--- src/rtl/intc_pkg.sv ---
// intc_pkg: shared constants and register decode for the hardware-interrupt
// controller.
//   - register offsets inside the 32-byte window
//   - ROUTE_NONE: first ROUTE field value that reaches no HWInt line
//   - ID_W: source id width; CLAIM_VLD_BIT: position of CLAIM valid flag
package intc_pkg;

  localparam logic [4:0] OFF_PENDING = 5'h00;
  localparam logic [4:0] OFF_ENABLE  = 5'h04;
  localparam logic [4:0] OFF_MODE    = 5'h08;
  localparam logic [4:0] OFF_CLAIM   = 5'h0C;
  localparam logic [4:0] OFF_ROUTE   = 5'h10;
  localparam logic [4:0] OFF_INSERV  = 5'h14;

  localparam int         ID_W          = 3;
  localparam int         N_HWINT       = 6;
  localparam int         CLAIM_VLD_BIT = 31;
  localparam logic [2:0] ROUTE_NONE    = 3'd6;

  typedef enum logic [2:0] {
    REG_PENDING,
    REG_ENABLE,
    REG_MODE,
    REG_CLAIM,
    REG_ROUTE,
    REG_INSERV,
    REG_NONE
  } reg_sel_e;

  // Word offset (bits [1:0] already zero) -> register select.
  function automatic reg_sel_e reg_decode(input logic [4:0] off);
    reg_sel_e sel;
    case (off)
      OFF_PENDING: sel = REG_PENDING;
      OFF_ENABLE:  sel = REG_ENABLE;
      OFF_MODE:    sel = REG_MODE;
      OFF_CLAIM:   sel = REG_CLAIM;
      OFF_ROUTE:   sel = REG_ROUTE;
      OFF_INSERV:  sel = REG_INSERV;
      default:     sel = REG_NONE;
    endcase
    return sel;
  endfunction

endpackage

--- src/rtl/intc_prio_enc.sv ---
// intc_prio_enc: lowest-index-wins priority encoder, purely combinational.
// Ports:
//   req   [N_SRC-1:0]  eligible sources
//   valid              at least one request
//   id    [ID_W-1:0]   index of the lowest set request (0 when none)
module intc_prio_enc
  import intc_pkg::*;
#(
  parameter int N_SRC = 8
) (
  input  logic [N_SRC-1:0] req,
  output logic             valid,
  output logic [ID_W-1:0]  id
);

  // Scan from the top down so the last hit is the lowest index.
  always_comb begin
    valid = 1'b0;
    id    = '0;
    for (int i = N_SRC - 1; i >= 0; i--) begin
      if (req[i]) begin
        valid = 1'b1;
        id    = ID_W'(i);
      end
    end
  end

endmodule

--- src/rtl/intc_hwint_ctrl.sv ---
// intc_hwint_ctrl: collects N_SRC device interrupt lines, latches them per
// source, masks and routes them onto the six CP0 HWInt inputs. Software
// claims the winner through CLAIM and re-arms it by writing COMPLETE.
//
// Build option: define INTC_EDGE_EN to build the MODE register, edge
// latching and the irq_prev flops. Without it every source is level mode.
//
// Ports:
//   clk, reset          clock, synchronous active-high reset
//   irq_in [N_SRC-1:0]  device interrupt lines (synchronous, active-high)
//   addr, re, we, wdata memory-mapped bus; addr[1:0] ignored
//   rdata               combinational read data, 0 outside the window
//   hwint  [5:0]        registered HWInt lines to CP0
module intc_hwint_ctrl
  import intc_pkg::*;
#(
  parameter int          N_SRC     = 8,
  parameter logic [31:0] BASE_ADDR = 32'h0000_7F40
) (
  input  logic             clk,
  input  logic             reset,
  input  logic [N_SRC-1:0] irq_in,
  input  logic [31:0]      addr,
  input  logic             re,
  input  logic             we,
  input  logic [31:0]      wdata,
  output logic [31:0]      rdata,
  output logic [5:0]       hwint
);

  logic [N_SRC-1:0]   irq_q, irq_d;
  logic [N_SRC-1:0]   pending_q, pending_d;
  logic [N_SRC-1:0]   enable_q, enable_d;
  logic [N_SRC-1:0]   in_service_q, in_service_d;
  logic [3*N_SRC-1:0] route_q, route_d;
  logic [5:0]         hwint_q, hwint_d;
  logic [N_SRC-1:0]   mode_vec;

  // ---------------------------------------------------------------------
  // Bus decode
  // ---------------------------------------------------------------------
  logic [31:0] addr_w, off_w;
  logic        hit;
  reg_sel_e    reg_sel;
  logic        wr_en;

  assign addr_w  = {addr[31:2], 2'b00};
  assign off_w   = addr_w - BASE_ADDR;
  // Unsigned wrap makes addresses below the base land far outside.
  assign hit     = (off_w < 32'd32);
  assign reg_sel = hit ? reg_decode(off_w[4:0]) : REG_NONE;
  assign wr_en   = we & hit;

  // ---------------------------------------------------------------------
  // Eligibility and claim winner
  // ---------------------------------------------------------------------
  logic [N_SRC-1:0] eligible;
  logic             win_vld;
  logic [ID_W-1:0]  win_id;

  assign eligible = pending_q & enable_q & ~in_service_q;

  intc_prio_enc #(.N_SRC(N_SRC)) u_prio_enc (
    .req   (eligible),
    .valid (win_vld),
    .id    (win_id)
  );

  // A simultaneous write suppresses the read side effect.
  logic claim_rd;
  assign claim_rd = re & ~we & (reg_sel == REG_CLAIM) & win_vld;

  logic [ID_W-1:0]  cmpl_id;
  logic             cmpl_wr;
  logic [N_SRC-1:0] claim_vec, cmpl_vec;

  assign cmpl_id = wdata[ID_W-1:0];
  assign cmpl_wr = wr_en & (reg_sel == REG_CLAIM) & (32'(cmpl_id) < 32'(N_SRC));

  always_comb begin
    claim_vec = '0;
    cmpl_vec  = '0;
    for (int i = 0; i < N_SRC; i++) begin
      claim_vec[i] = claim_rd & (win_id == ID_W'(i));
      cmpl_vec[i]  = cmpl_wr & (cmpl_id == ID_W'(i));
    end
  end

  // ---------------------------------------------------------------------
  // Pending latch
  // ---------------------------------------------------------------------
`ifdef INTC_EDGE_EN
  logic [N_SRC-1:0] mode_q, mode_d;
  logic [N_SRC-1:0] irq_prev_q;
  logic [N_SRC-1:0] edge_set;

  assign mode_vec = mode_q;
  assign edge_set = irq_q & ~irq_prev_q;

  // Edge sources hold until claimed; a new edge in the claim cycle wins
  // over the clear so that event is not lost.
  always_comb begin
    pending_d = (mode_q & ((pending_q & ~claim_vec) | edge_set))
              | (~mode_q & irq_q);
    mode_d    = mode_q;
    if (wr_en && reg_sel == REG_MODE) mode_d = wdata[N_SRC-1:0];
  end

  always_ff @(posedge clk) begin
    if (reset) begin
      mode_q     <= '0;
      irq_prev_q <= '0;
    end else begin
      mode_q     <= mode_d;
      irq_prev_q <= irq_q;
    end
  end
`else
  assign mode_vec = '0;

  always_comb begin
    pending_d = irq_q;
  end
`endif

  // ---------------------------------------------------------------------
  // Register writes, service tracking, routing
  // ---------------------------------------------------------------------
  always_comb begin
    irq_d        = irq_in;
    enable_d     = enable_q;
    route_d      = route_q;
    in_service_d = (in_service_q | claim_vec) & ~cmpl_vec;
    if (wr_en && reg_sel == REG_ENABLE) enable_d = wdata[N_SRC-1:0];
    if (wr_en && reg_sel == REG_ROUTE)  route_d  = wdata[3*N_SRC-1:0];
  end

  always_comb begin
    logic [2:0] r;
    hwint_d = '0;
    for (int i = 0; i < N_SRC; i++) begin
      r = route_q[3*i +: 3];
      for (int k = 0; k < N_HWINT; k++) begin
        if (eligible[i] && (r < ROUTE_NONE) && (r == 3'(k))) hwint_d[k] = 1'b1;
      end
    end
  end

  always_ff @(posedge clk) begin
    if (reset) begin
      irq_q        <= '0;
      pending_q    <= '0;
      enable_q     <= '0;
      in_service_q <= '0;
      route_q      <= '0;
      hwint_q      <= '0;
    end else begin
      irq_q        <= irq_d;
      pending_q    <= pending_d;
      enable_q     <= enable_d;
      in_service_q <= in_service_d;
      route_q      <= route_d;
      hwint_q      <= hwint_d;
    end
  end

  assign hwint = hwint_q;

  // ---------------------------------------------------------------------
  // Read mux
  // ---------------------------------------------------------------------
  always_comb begin
    rdata = '0;
    case (reg_sel)
      REG_PENDING: rdata = 32'(pending_q);
      REG_ENABLE:  rdata = 32'(enable_q);
      REG_MODE:    rdata = 32'(mode_vec);
      REG_CLAIM: begin
        rdata[CLAIM_VLD_BIT] = win_vld;
        rdata[ID_W-1:0]      = win_vld ? win_id : '0;
      end
      REG_ROUTE:   rdata = 32'(route_q);
      REG_INSERV:  rdata = 32'(in_service_q);
      default:     rdata = '0;
    endcase
  end

  logic unused_bits;
  assign unused_bits = ^{addr[1:0], wdata[31:3*N_SRC]};

endmodule

--- config.mk ---
export PLATFORM = sky130hd
export DESIGN_NAME = intc_hwint_ctrl
export DESIGN_NICKNAME = d
export VERILOG_FILES = /design/src/rtl/intc_pkg.sv /design/src/rtl/intc_prio_enc.sv /design/src/rtl/intc_hwint_ctrl.sv
export SDC_FILE = /design/constraint.sdc
export NUM_CORES = 1
export LEC_CHECK = 0
export ABC_AREA = 1
export CORE_ASPECT_RATIO = 2
export CORE_UTILIZATION = 35
export CTS_CLUSTER_DIAMETER = 50
export CTS_CLUSTER_SIZE = 24
export DETAILED_ROUTE_END_ITERATION = 8
export HOLD_SLACK_MARGIN = 0.02
export PLACE_DENSITY = 0.58
export SYNTH_ARGS = -nofsm -noshare
export SYNTH_HDL_FRONTEND = slang
export SYNTH_SLANG_ARGS = --single-unit
--- constraint.sdc ---
create_clock -name clk -period 7.6 [get_ports clk]
set_input_delay 1.14 -clock clk [delete_from_list [all_inputs] [get_ports clk]]
set_output_delay 1.14 -clock clk [all_outputs]
set_load 0.02 [all_outputs]
==> results of run 1 <==
placed cells by master, fill, tap and decap left out, drive strengths merged, types with 4 or more instances in the layout:
master,instances
nor3,16
inv,125
nand2,157
nand3,85
conb,7
nand4,55
clkbuf,9
clkdlybuf4s50,96
o21ai,9
a21oi,18
clkinv,4
a31oi,4
nor2,179
dfxtp,62
nor4,17
registers in the layout (all words and copies together) (netlist names):
register      count
enable_q          8
pending_q         8
hwint             6
route_q          24
in_service_q      8
irq_q             8
final timing paths:
check,startpoint,endpoint,slack [ps]
worst min-delay path,irq_q[4],pending_q[4],400
worst max-delay path,addr[12],rdata[7],1650
worst max register to register,pending_q[7],in_service_q[5],5290
worst min register to register,irq_q[4],pending_q[4],400
layout make-up:
class,count,share of cell area
Sequential cell,62,0.2130
Timing Repair Buffer,98,0.1675
Clock inverter,7,0.01803
Inverter,125,0.08051
Tap cell,150,0.03220
Clock buffer,9,0.03864
Multi-Input combinational cell,556,0.4502
kinds of logic (layout without fill, tap and decap cells):
logic type,count (synthesis),count (layout),synth area share
AOI/OAI and AO/OA,37,37,0.04677
other,1,7,0.0008393
buffers and inverters,152,239,0.1400
and+or+nand+nor,512,512,0.5346
DFF,62,62,0.2778
worst min-delay path: cells and delay by family (launching register included):
| family | cells | cell delay, ps |
|---|---|---|
| simple gates | 1 | 30 |
| flops | 1 | 300 |
| buf+inv | 1 | 40 |
per-layer routing:
| layer | vias to the layer above | part of all wire | track usage |
|---|---|---|---|
| met4 | 0 | 0.086 | 0.2105 |
| li1 | 2639 | - | - |
| met1 | 2318 | 0.32 | 0.2273 |
| met2 | 202 | 0.54 | 0.4643 |
| met5 | - | 0 | 0 |
| met3 | 66 | 0.047 | 0.03764 |
stage by stage:
step                       power, W  instances
after floorplan           0.0003875        770
after global placement    0.0004364        991
after detailed placement  0.0004369        991
after CTS                 0.0008919       1007
after global routing      0.0009181       1007
final                     0.0008858       1007
power breakdown:
part	leakage, nW	total, W	switching (W)	internal, W
clock	0.158	0.000456	0.000164	0.000291
sequential	0.503	0.000331	0.00000219	0.000329
combinational	1.85	0.0000987	0.0000540	0.0000447
total	2.51	0.000886	0.000221	0.000665
==> results_tabular.tex, run 1 <==
\begin{tabular}{lr}
\hline
Metric & Value \\
\hline
\multicolumn{2}{l}{\textbf{Status}} \\
Outcome & completed \\
\multicolumn{2}{l}{\textbf{Job}} \\
Maximum Capacitance Violations & 0 \\
\multicolumn{2}{l}{\textbf{Global routing}} \\
Pin count of the biggest net entering global routing & 31 \\
Antenna violations before repair & 0 \\
GRT Residual Overflow & 0 \\
Via count of the first global-routing pass & about 5,000 \\
Global-route wire length before repair & roughly 25,000 um \\
Global routing usage summed across all routing layers & 0.2520 \\
\multicolumn{2}{l}{\textbf{Timing}} \\
Least-Margin Pin Slew & around 910 ps \\
RSZ-0062 raised after global routing & no \\
Final Max Slew Viols & 0 \\
Final cycle utilization of the critical path & 0.7834 \\
Fin Setup TNS & 0 ps \\
Rel. slew slack & 0.3943 \\
Final WS setup & around 1600 ps \\
FMAX & between 150 and 200 MHz \\
Endpoints failing setup & 0 \\
Total count of hold-check failures in the final report & 0 \\
Post-layout min period & 5954 ps \\
Final Skew & $\sim$9 ps \\
Worst hold slack & 401.1 ps \\
\multicolumn{2}{l}{\textbf{Power}} \\
PwrDens & roughly 150 mW/mm2 \\
Maximum vdd drop & approximately 0.11 mV \\
Static Leak & around 2.5 nW \\
\multicolumn{2}{l}{\textbf{Synth}} \\
Area contributors post-synth & dfxtp\_1, nor2\_1, nand2\_1, inv\_1, nand3\_1 \\
Yosys top cell area share & 0.2778 \\
Mapped cell area & about 0.0045 mm2 \\
Number of instances in the synthesized netlist & between 700 and 800 \\
Cell with the most instances after synthesis & nor2\_1 \\
Ys flop type & dfxtp\_1 \\
Unique masters post-synth & 35 \\
Synthesis warning total & 0 \\
Top cell types by occurrence after synthesis & nor2\_1, nand2\_1, inv\_1 \\
Sequential area share after synthesis & 0.2778 \\
Count of flip-flops with a built-in enable after synthesis & 0 \\
Leading area contributor after synthesis & dfxtp\_1 \\
Share of synthesized registers carrying an async set or reset & 0 \\
Number of synthesized register bits & a little over 60 \\
Post-synthesis average cell area & 5.848 um2 \\
\multicolumn{2}{l}{\textbf{Clock tree}} \\
Clock net sink count & 62 \\
Clock input transition at the sequential cells of the worst setup and hold paths & roughly 60 ps \\
Longest Clk Path Bufs & 2 \\
Buffers inserted by post-CTS timing repair & 0 \\
Clock network latency to the later pin of the worst-skew pair & between 300 and 400 ps \\
CTS Root Cell & clkbuf\_16 \\
Clock buffers created by TritonCTS & 9 \\
H-tree depth & 3 \\
Number of buffers inserted for hold repair after clock tree synthesis & 0 \\
CTS resizes & 0 \\
TritonCTS clock tree & built \\
\multicolumn{2}{l}{\textbf{Floorplanning}} \\
Core Region & around 0.012 mm2 \\
Die width & roughly 80 um \\
Die height & around 160 um \\
Total die area & $\sim$0.013 mm2 \\
Boundary Pins & around 110 \\
Starting density of the core & 0.3580 \\
\# rows & 58 \\
\multicolumn{2}{l}{\textbf{Critical path}} \\
Standard cell with the maximum stage delay on the critical path & clkdlybuf4s50\_1 \\
Buf/Inv on CP & 2 \\
Cells traversed along the worst timing path & clkdlybuf4s50\_1 > nand2\_1 > nor2\_2 > nand3\_1 > nand2\_1 > nand3\_1 > nor2\_1 > nand3\_4 > nor2\_8 > nand4\_4 > nor2\_1 > nor2\_1 > nand2\_1 > clkdlybuf4s50\_1 \\
Number of logic stages on the critical path including buffering & 14 \\
Number of cells on the worst reg-to-reg path & 10 \\
Critical path type & in -> out \\
Longest individual stage delay on the worst path & $\sim$610 ps \\
Critical Path AT & slightly below 5000 ps \\
Family of cells with the greatest summed delay on the critical path & simple AND/OR/NAND/NOR gates \\
Largest fanout of any net on the critical path & 25 \\
Startpoint kind of the worst setup timing path & input pin \\
Critical path required time & $\sim$6500 ps \\
Critical path endpoint category & output port \\
\multicolumn{2}{l}{\textbf{Drt}} \\
Vias per std cell & 5.189 \\
Number of nets with antenna violations after detailed routing & 0 \\
Number of optimization iterations in the first detailed-route pass & 7 \\
Total wirelength of the detailed-routed design & about 16,000 um \\
Number of vias in the routed layout & roughly 5,200 \\
Remaining routing DRC violations & 0 \\
Avg WL per Cell & about 16 um \\
Iteration-0 DRC count of the detailed router & about 240 \\
\multicolumn{2}{l}{\textbf{Placed design}} \\
Worst-case setup slack after placement & $\sim$1700 ps \\
Port Buffer Count & 96 \\
Hpwl dp & between 10,000 and 15,000 um \\
Area after DPL & $\sim$0.0055 mm2 \\
Routability Congestion & 0.9434 \\
\multicolumn{2}{l}{\textbf{Final layout}} \\
Ratio of cells with drive above 1 in the final layout & 0.05368 \\
Number of nets in the layout & 928 \\
End-of-flow core utilization & 0.4669 \\
Area of all placed cells without fillers & 0.005828 mm2 \\
Register area & about 0.0012 mm2 \\
FILL cells & around 1,300 \\
Multi-input gate area & about 0.0026 mm2 \\
Antenna diode count & 0 \\
Signed area change from the synthesized netlist to the final layout & 30.44\% \\
\multicolumn{2}{l}{\textbf{Worst hold path}} \\
WHS Path Cells & 2 \\
HP Class & reg -> reg \\
\hline
\end{tabular}
Power figures use the tool's default switching activity.
==> run 2, diff against run 1 <==
Settings changed: PLACE_DENSITY 0.58 to 0.61.
Clock period 7.6 ns to 5.2 ns, I/O delays scaled along.
==> run 2 against run 1 <==
Against the previous run:
- worst hold slack lost 9.1 ps
- wire length shrank 1.5%
- register-to-register slack lost 2400 ps
- first-iteration DRC count grew 8.3%
- clock power grew 35%
- final area grew 0.43%
- power grew 41%
- critical endpoint unchanged
==> results_tabular.tex, run 2 (synthesized netlist as in run 1, its figures left out) <==
\begin{tabular}{lr}
\hline
Metric & Value \\
\hline
\multicolumn{2}{l}{\textbf{Clock tree}} \\
Number of buffers inserted for hold repair after clock tree synthesis & 0 \\
TritonCTS clock tree & built \\
CTS resizes & 0 \\
H-tree depth & 3 \\
Clock net sink count & just over 60 \\
Longest Clk Path Bufs & 2 \\
Clock buffers created by TritonCTS & 9 \\
CTS Root Cell & clkbuf\_16 \\
Buffers inserted by post-CTS timing repair & 0 \\
Clock network latency to the later pin of the worst-skew pair & between 300 and 400 ps \\
Clock input transition at the sequential cells of the worst setup and hold paths & 60 ps \\
\multicolumn{2}{l}{\textbf{Floorplanning}} \\
Total die area & roughly 0.013 mm2 \\
\# rows & 58 \\
Die height & roughly 160 um \\
Die width & slightly above 80 um \\
Core Region & approximately 0.012 mm2 \\
Starting density of the core & 0.3580 \\
Boundary Pins & between 100 and 150 \\
\multicolumn{2}{l}{\textbf{Global routing}} \\
Global routing usage summed across all routing layers & 0.2497 \\
GRT Residual Overflow & 0 \\
Pin count of the biggest net entering global routing & 26 \\
Via count of the first global-routing pass & approximately 5,200 \\
Antenna violations before repair & 0 \\
Global-route wire length before repair & roughly 25,000 um \\
\multicolumn{2}{l}{\textbf{Drt}} \\
Number of nets with antenna violations after detailed routing & 0 \\
Avg WL per Cell & around 15 um \\
Iteration-0 DRC count of the detailed router & 262 \\
Number of optimization iterations in the first detailed-route pass & 5 \\
Number of vias in the routed layout & around 5,200 \\
Remaining routing DRC violations & 0 \\
Total wirelength of the detailed-routed design & about 16,000 um \\
Vias per std cell & between 5 and 6 \\
\multicolumn{2}{l}{\textbf{Final layout}} \\
Ratio of cells with drive above 1 in the final layout & 0.05916 \\
Antenna diode count & 0 \\
Leading cell type in the layout, fill and taps excluded & nor2\_1 \\
Register name with the most flops & route\_q \\
Most used cells in the layout excluding fill and tap cells & nor2\_1, nand2\_1, inv\_1 \\
Number of nets in the layout & 933 \\
End-of-flow core utilization & 0.4689 \\
Flip-flop count of the largest register, all copies and words added & 24 \\
Signed area change from the synthesized netlist to the final layout & 31.00\% \\
\multicolumn{2}{l}{\textbf{Timing}} \\
FMAX & 204.1 MHz \\
Final Skew & 6.462 ps \\
Fin Setup TNS & 0 ps \\
Total count of hold-check failures in the final report & 0 \\
Worst hold slack & roughly 390 ps \\
Rel. slew slack & 0.3585 \\
RSZ-0062 raised after global routing & no \\
Final WS setup & around 300 ps \\
Final cycle utilization of the critical path & 0.9424 \\
Endpoints failing setup & 0 \\
Final Max Slew Viols & 0 \\
Least-Margin Pin Slew & between 900 and 1000 ps \\
Post-layout min period & 4901 ps \\
\multicolumn{2}{l}{\textbf{Worst hold path}} \\
WHS Path Cells & 2 \\
Hold Path Sink & pending\_q[3] \\
Start point of the worst hold path & irq\_q[3] \\
HP Class & reg -> reg \\
\multicolumn{2}{l}{\textbf{Placed design}} \\
Worst-case setup slack after placement & roughly 290 ps \\
Routability Congestion & roughly 0.95 \\
Port Buffer Count & 96 \\
Hpwl dp & approximately 12,000 um \\
\multicolumn{2}{l}{\textbf{Power}} \\
PwrDens & 212.7 mW/mm2 \\
Static Leak & 2.522 nW \\
Maximum vdd drop & 0.1803 mV \\
\multicolumn{2}{l}{\textbf{Critical path}} \\
Reg2Reg Capture Point & in\_service\_q[7] \\
Largest fanout of any net on the critical path & 10 \\
Register-to-Register Setup Slack & between 2000 and 3000 ps \\
Startpoint kind of the worst setup timing path & input pin \\
Number of cells on the worst reg-to-reg path & 9 \\
Critical Path AT & 4120 ps \\
Critical path type & in -> out \\
Worst R2R Start & in\_service\_q[7] \\
Critical path required time & roughly 4400 ps \\
Critical path endpoint category & output port \\
\multicolumn{2}{l}{\textbf{Job}} \\
Maximum Capacitance Violations & 0 \\
\multicolumn{2}{l}{\textbf{Status}} \\
Outcome & completed \\
\hline
\end{tabular}
[run 2: cell types whose count changed in the layout (fill, tap and decap cells not counted)]
| cell | previous run | this run |
|---|---|---|
| inv_8 | 1 | 0 |
| bufinv_16 | 2 | 1 |
| buf_4 | 2 | 7 |
| clkinvlp_4 | 1 | 2 |
| nand3_2 | 4 | 3 |
| clkinv_4 | 2 | 3 |
| nand3_4 | 1 | 2 |
| inv_6 | 1 | 0 |
| clkbuf_8 | 0 | 1 |
[run 2: critical path, stage by stage]
cell,delay [ps]
clkdlybuf4s50_1,580
inv_1,100
nor2_2,210
nand3_1,280
nand2_1,160
nand2_1,60
nand2_1,90
nand3_1,100
nor2_2,160
nand3_4,120
nor2_8,200
nand3_1,250
o21ai_0,270
nor2_1,60
nand2_1,70
clkdlybuf4s50_1,600
[run 2: worst max path at each step]
stage | startpoint | to | slack [ps]
2_1_floorplan | addr[20] | rdata[10] | 1800
3_3_place_gp | addr[10] | rdata[3] | 290
3_5_place_dp | addr[10] | rdata[5] | 290
4_1_cts | addr[10] | rdata[3] | 270
5_1_grt | addr[10] | rdata[4] | 40
6_report | addr[10] | rdata[7] | 300
[run 2: per-stage QoR]
step | power [W] | instance area [um2] | std cells
floorplan | 0.0005663 | 4491 | 770
global placement | 0.0006395 | 5535 | 996
detailed placement | 0.0006395 | 5535 | 996
CTS | 0.001254 | 5846 | 1012
global route | 0.001287 | 5853 | 1012
finish | 0.001245 | 5853 | 1012
[run 2: where the power goes]
part | switching (W) | internal [W]
clock network | 0.000229 | 0.000386
registers | 0.00000302 | 0.000481
logic | 0.0000801 | 0.0000659
total | 0.000312 | 0.000933
[run 2: area by class of cell]
| class | instances | area, um2 |
|---|---|---|
| clock inverter | 6 | 71.32 |
| fill | 1393 | 6629 |
| sequential | 62 | 1241 |
| clock buffer | 10 | 239.0 |
| multi-input combinational | 556 | 2631 |
| inverter | 125 | 469.2 |
| timing repair buffer | 103 | 1013 |
| tap | 150 | 187.7 |
[run 2: routing by layer]
layer / wire [um] / share of wire / global-route usage / vias to the layer above
met5: 0 / 0 / 0 / -
met2: 8690 / 0.55 / 0.4775 / 177
met1: 5206 / 0.33 / 0.2160 / 2307
li1: - / - / - / 2638
met4: 1156 / 0.074 / 0.1866 / 0
met3: 629 / 0.040 / 0.04157 / 65
==> run 3, diff against run 2 <==
Settings changed: CTS_CLUSTER_SIZE 24 to 30, SKIP_LAST_GASP from default to 1, SYNTH_HIERARCHICAL from default to 1.
==> run 3 against run 2 <==
Against the previous run:
- die area down 1.8%
- register-to-register slack worse by 120 ps
- non-clock buffer count up 2
- count of clock-buffer cells in the layout unchanged
- wire length up 3.8%
- clock power up 7.5%
- critical path depth up 2
- core utilization up 0.68 points
- synthesized area down 1.8%
==> results_tabular.tex, run 3 <==
\begin{tabular}{lr}
\hline
Metric & Value \\
\hline
\multicolumn{2}{l}{\textbf{Status}} \\
Outcome & completed \\
\multicolumn{2}{l}{\textbf{Critical path}} \\
Critical Path AT & 4210 ps \\
Critical path endpoint category & output port \\
Register-to-Register Setup Slack & $\sim$2800 ps \\
Number of cells on the worst reg-to-reg path & 15 \\
Critical path type & in -> out \\
Startpoint kind of the worst setup timing path & input pin \\
Reg2Reg Capture Point & in\_service\_q[7] \\
Largest fanout of any net on the critical path & 15 \\
Standard cell with the maximum stage delay on the critical path & clkdlybuf4s50\_1 \\
Worst R2R Start & in\_service\_q[5] \\
Longest individual stage delay on the worst path & roughly 630 ps \\
Cells traversed along the worst timing path & clkdlybuf4s50\_1 > nand3\_2 > nor2\_4 > nand2\_4 > nand3\_1 > nand3\_1 > nor2\_1 > nand2\_2 > nor2\_4 > nand2\_4 > nor2\_8 > nand2\_1 > nor2\_2 > nand2\_1 > nand2\_1 > inv\_1 > nand2\_1 > clkdlybuf4s50\_1 \\
Most numerous cell on the critical path & nand2\_1 \\
Critical path required time & 4420 ps \\
\multicolumn{2}{l}{\textbf{Timing}} \\
Rel. slew slack & 0.3120 \\
Least-Margin Pin Slew & around 1000 ps \\
Total count of hold-check failures in the final report & 0 \\
RSZ-0062 raised after global routing & no \\
Final Skew & approximately 5.0 ps \\
Final cycle utilization of the critical path & 0.9595 \\
FMAX & roughly 200 MHz \\
Post-layout min period & between 4000 and 5000 ps \\
Endpoints failing setup & 0 \\
Final Max Slew Viols & 0 \\
Fin Setup TNS & 0 ps \\
\multicolumn{2}{l}{\textbf{Final layout}} \\
Number of nets in the layout & 894 \\
Area of all placed cells without fillers & between 0.005 and 0.006 mm2 \\
Leading cell type in the layout, fill and taps excluded & nor2\_1 \\
Flip-flop count of the largest register, all copies and words added & 24 \\
Most used cells in the layout excluding fill and tap cells & nor2\_1, nand2\_1, inv\_1, clkdlybuf4s50\_1, dfxtp\_1 \\
Antenna diode count & 0 \\
Register name with the most flops & route\_q \\
Register area & $\sim$0.0012 mm2 \\
Signed area change from the synthesized netlist to the final layout & 32.30\% \\
Multi-input gate area & roughly 0.0026 mm2 \\
FILL cells & 1,275 \\
Ratio of cells with drive above 1 in the final layout & 0.07047 \\
\multicolumn{2}{l}{\textbf{Synth}} \\
Unique masters post-synth & 37 \\
Top cell types by occurrence after synthesis & nor2\_1, nand2\_1, inv\_1 \\
Mapped cell area & $\sim$0.0044 mm2 \\
Sequential area share after synthesis & 0.2830 \\
Share of synthesized registers carrying an async set or reset & 0 \\
Count of flip-flops with a built-in enable after synthesis & 0 \\
Yosys top cell area share & 0.2830 \\
Post-synthesis average cell area & between 6 and 7 um2 \\
Synthesis warning total & 6 \\
Leading area contributor after synthesis & dfxtp\_1 \\
Number of instances in the synthesized netlist & slightly above 700 \\
Cell with the most instances after synthesis & nor2\_1 \\
Ys flop type & dfxtp\_1 \\
Area contributors post-synth & dfxtp\_1, nor2\_1, nand2\_1, inv\_1, nand4\_1 \\
Number of synthesized register bits & 62 \\
\multicolumn{2}{l}{\textbf{Clock tree}} \\
TritonCTS clock tree & built \\
Clock input transition at the sequential cells of the worst setup and hold paths & approximately 60 ps \\
Clock network latency to the later pin of the worst-skew pair & 330 ps \\
Clock net sink count & 62 \\
Buffers inserted by post-CTS timing repair & 0 \\
Clock buffers created by TritonCTS & 9 \\
H-tree depth & 3 \\
Number of buffers inserted for hold repair after clock tree synthesis & 0 \\
CTS resizes & 0 \\
Longest Clk Path Bufs & 2 \\
CTS Root Cell & clkbuf\_16 \\
\multicolumn{2}{l}{\textbf{Power}} \\
Static Leak & between 2 and 2.5 nW \\
PwrDens & $\sim$220 mW/mm2 \\
Maximum vdd drop & roughly 0.28 mV \\
\multicolumn{2}{l}{\textbf{Worst hold path}} \\
WHS Path Cells & 2 \\
Start point of the worst hold path & irq\_q[0] \\
HP Class & reg -> reg \\
Hold Path Sink & pending\_q[0] \\
\multicolumn{2}{l}{\textbf{Floorplanning}} \\
Die width & just over 80 um \\
Core Region & 0.01220 mm2 \\
Boundary Pins & around 110 \\
\# rows & 57 \\
Starting density of the core & 0.3596 \\
Die height & $\sim$160 um \\
Total die area & between 0.01 and 0.015 mm2 \\
\multicolumn{2}{l}{\textbf{Drt}} \\
Remaining routing DRC violations & 0 \\
Met2 wire length & about 9000 um \\
Number of vias in the routed layout & 5,085 \\
Routed length on met1 & 5182 um \\
Total wirelength of the detailed-routed design & $\sim$16,000 um \\
Number of optimization iterations in the first detailed-route pass & 5 \\
Vias per std cell & 5.242 \\
Uppermost routed layer & met4 \\
Avg WL per Cell & 16.78 um \\
Met3 WL & between 700 and 800 um \\
Number of nets with antenna violations after detailed routing & 0 \\
Iteration-0 DRC count of the detailed router & roughly 300 \\
\multicolumn{2}{l}{\textbf{Global routing}} \\
Via count of the first global-routing pass & 4,922 \\
GRT Residual Overflow & 0 \\
Pin count of the biggest net entering global routing & 33 \\
Global routing usage summed across all routing layers & 0.2615 \\
Antenna violations before repair & 0 \\
Global-route wire length before repair & about 25,000 um \\
\multicolumn{2}{l}{\textbf{Placed design}} \\
Port Buffer Count & between 90 and 100 \\
Routability Congestion & between 0.9 and 1 \\
Hpwl dp & approximately 13,000 um \\
Area after DPL & about 0.0055 mm2 \\
\multicolumn{2}{l}{\textbf{Job}} \\
Maximum Capacitance Violations & 0 \\
\hline
\end{tabular}
## run 3: cell count changes after synthesis, moves of 4 or more
cell	before	now
nor2_1	167	163
nand3_1	80	51
nand3b_1	2	26
nor3_1	15	22
inv_1	121	96
a21oi_1	18	6
nand4_1	53	46
nor4_1	17	12
## run 3: final cells by class
| type | instances | area share |
|---|---|---|
| Clock buffer | 10 | 0.04119 |
| Tap cell | 147 | 0.03170 |
| Sequential cell | 62 | 0.2139 |
| Multi-Input combinational cell | 540 | 0.4550 |
| Timing Repair Buffer | 105 | 0.1773 |
| Inverter | 100 | 0.06470 |
| Clock inverter | 6 | 0.01617 |
## run 3: worst max path at each step
| stage | cells past startpoint | start | to | slack [ps] |
|---|---|---|---|---|
| global route | 18 | addr[14] | rdata[0] | 10 |
| global placement | 18 | addr[12] | rdata[1] | 310 |
| detailed placement | 19 | addr[7] | rdata[0] | 280 |
| CTS | 19 | addr[15] | rdata[0] | 270 |
| floorplan | 16 | addr[7] | rdata[0] | 1610 |
| finish | 18 | addr[12] | rdata[0] | 210 |
## run 3: stage by stage
step | hold WS, ps | power (W) | std cells | util | setup slack (ps)
2_1_floorplan | 388.3 | 0.0005616 | 726 | - | 1607
3_3_place_gp | 398.0 | 0.0006379 | 954 | 0.4484 | 313.9
3_5_place_dp | 395.2 | 0.0006390 | 954 | 0.4484 | 279.2
4_1_cts | 404.9 | 0.001304 | 970 | 0.4757 | 270.1
5_1_grt | 421.4 | 0.001338 | 970 | 0.4757 | 9.830
6_report | 398.6 | 0.001292 | 970 | 0.4757 | 210.8
## run 3: critical path, delay by kind of cell
family	cells	cell delay (ps)
simple gates	15	2140
buf+inv	3	1280
## run 3: report_power, final
part / switching, W / total [W] / internal [W]
combinational: 0.0000789 / 0.000146 / 0.0000670
clock: 0.000226 / 0.000661 / 0.000435
sequential: 0.00000346 / 0.000484 / 0.000481
total: 0.000308 / 0.00129 / 0.000983
## run 3: routing by layer
metal,vias up,global-route usage
met3,65,0.04205
met2,217,0.5031
met4,0,0.2013
met5,-,0
met1,2274,0.2230
li1,2529,-
## run 3: cell families (layout without fill, tap and decap cells)
family,after synthesis,in the layout,synth area share
AO/OA/AOI/OAI,29,29,0.04366
other,1,7,0.0008551
XOR/XNOR,1,1,0.001998
AND/OR/NAND/NOR,503,503,0.5504
flip-flops,62,62,0.2830
buffers and inverters,124,221,0.1201
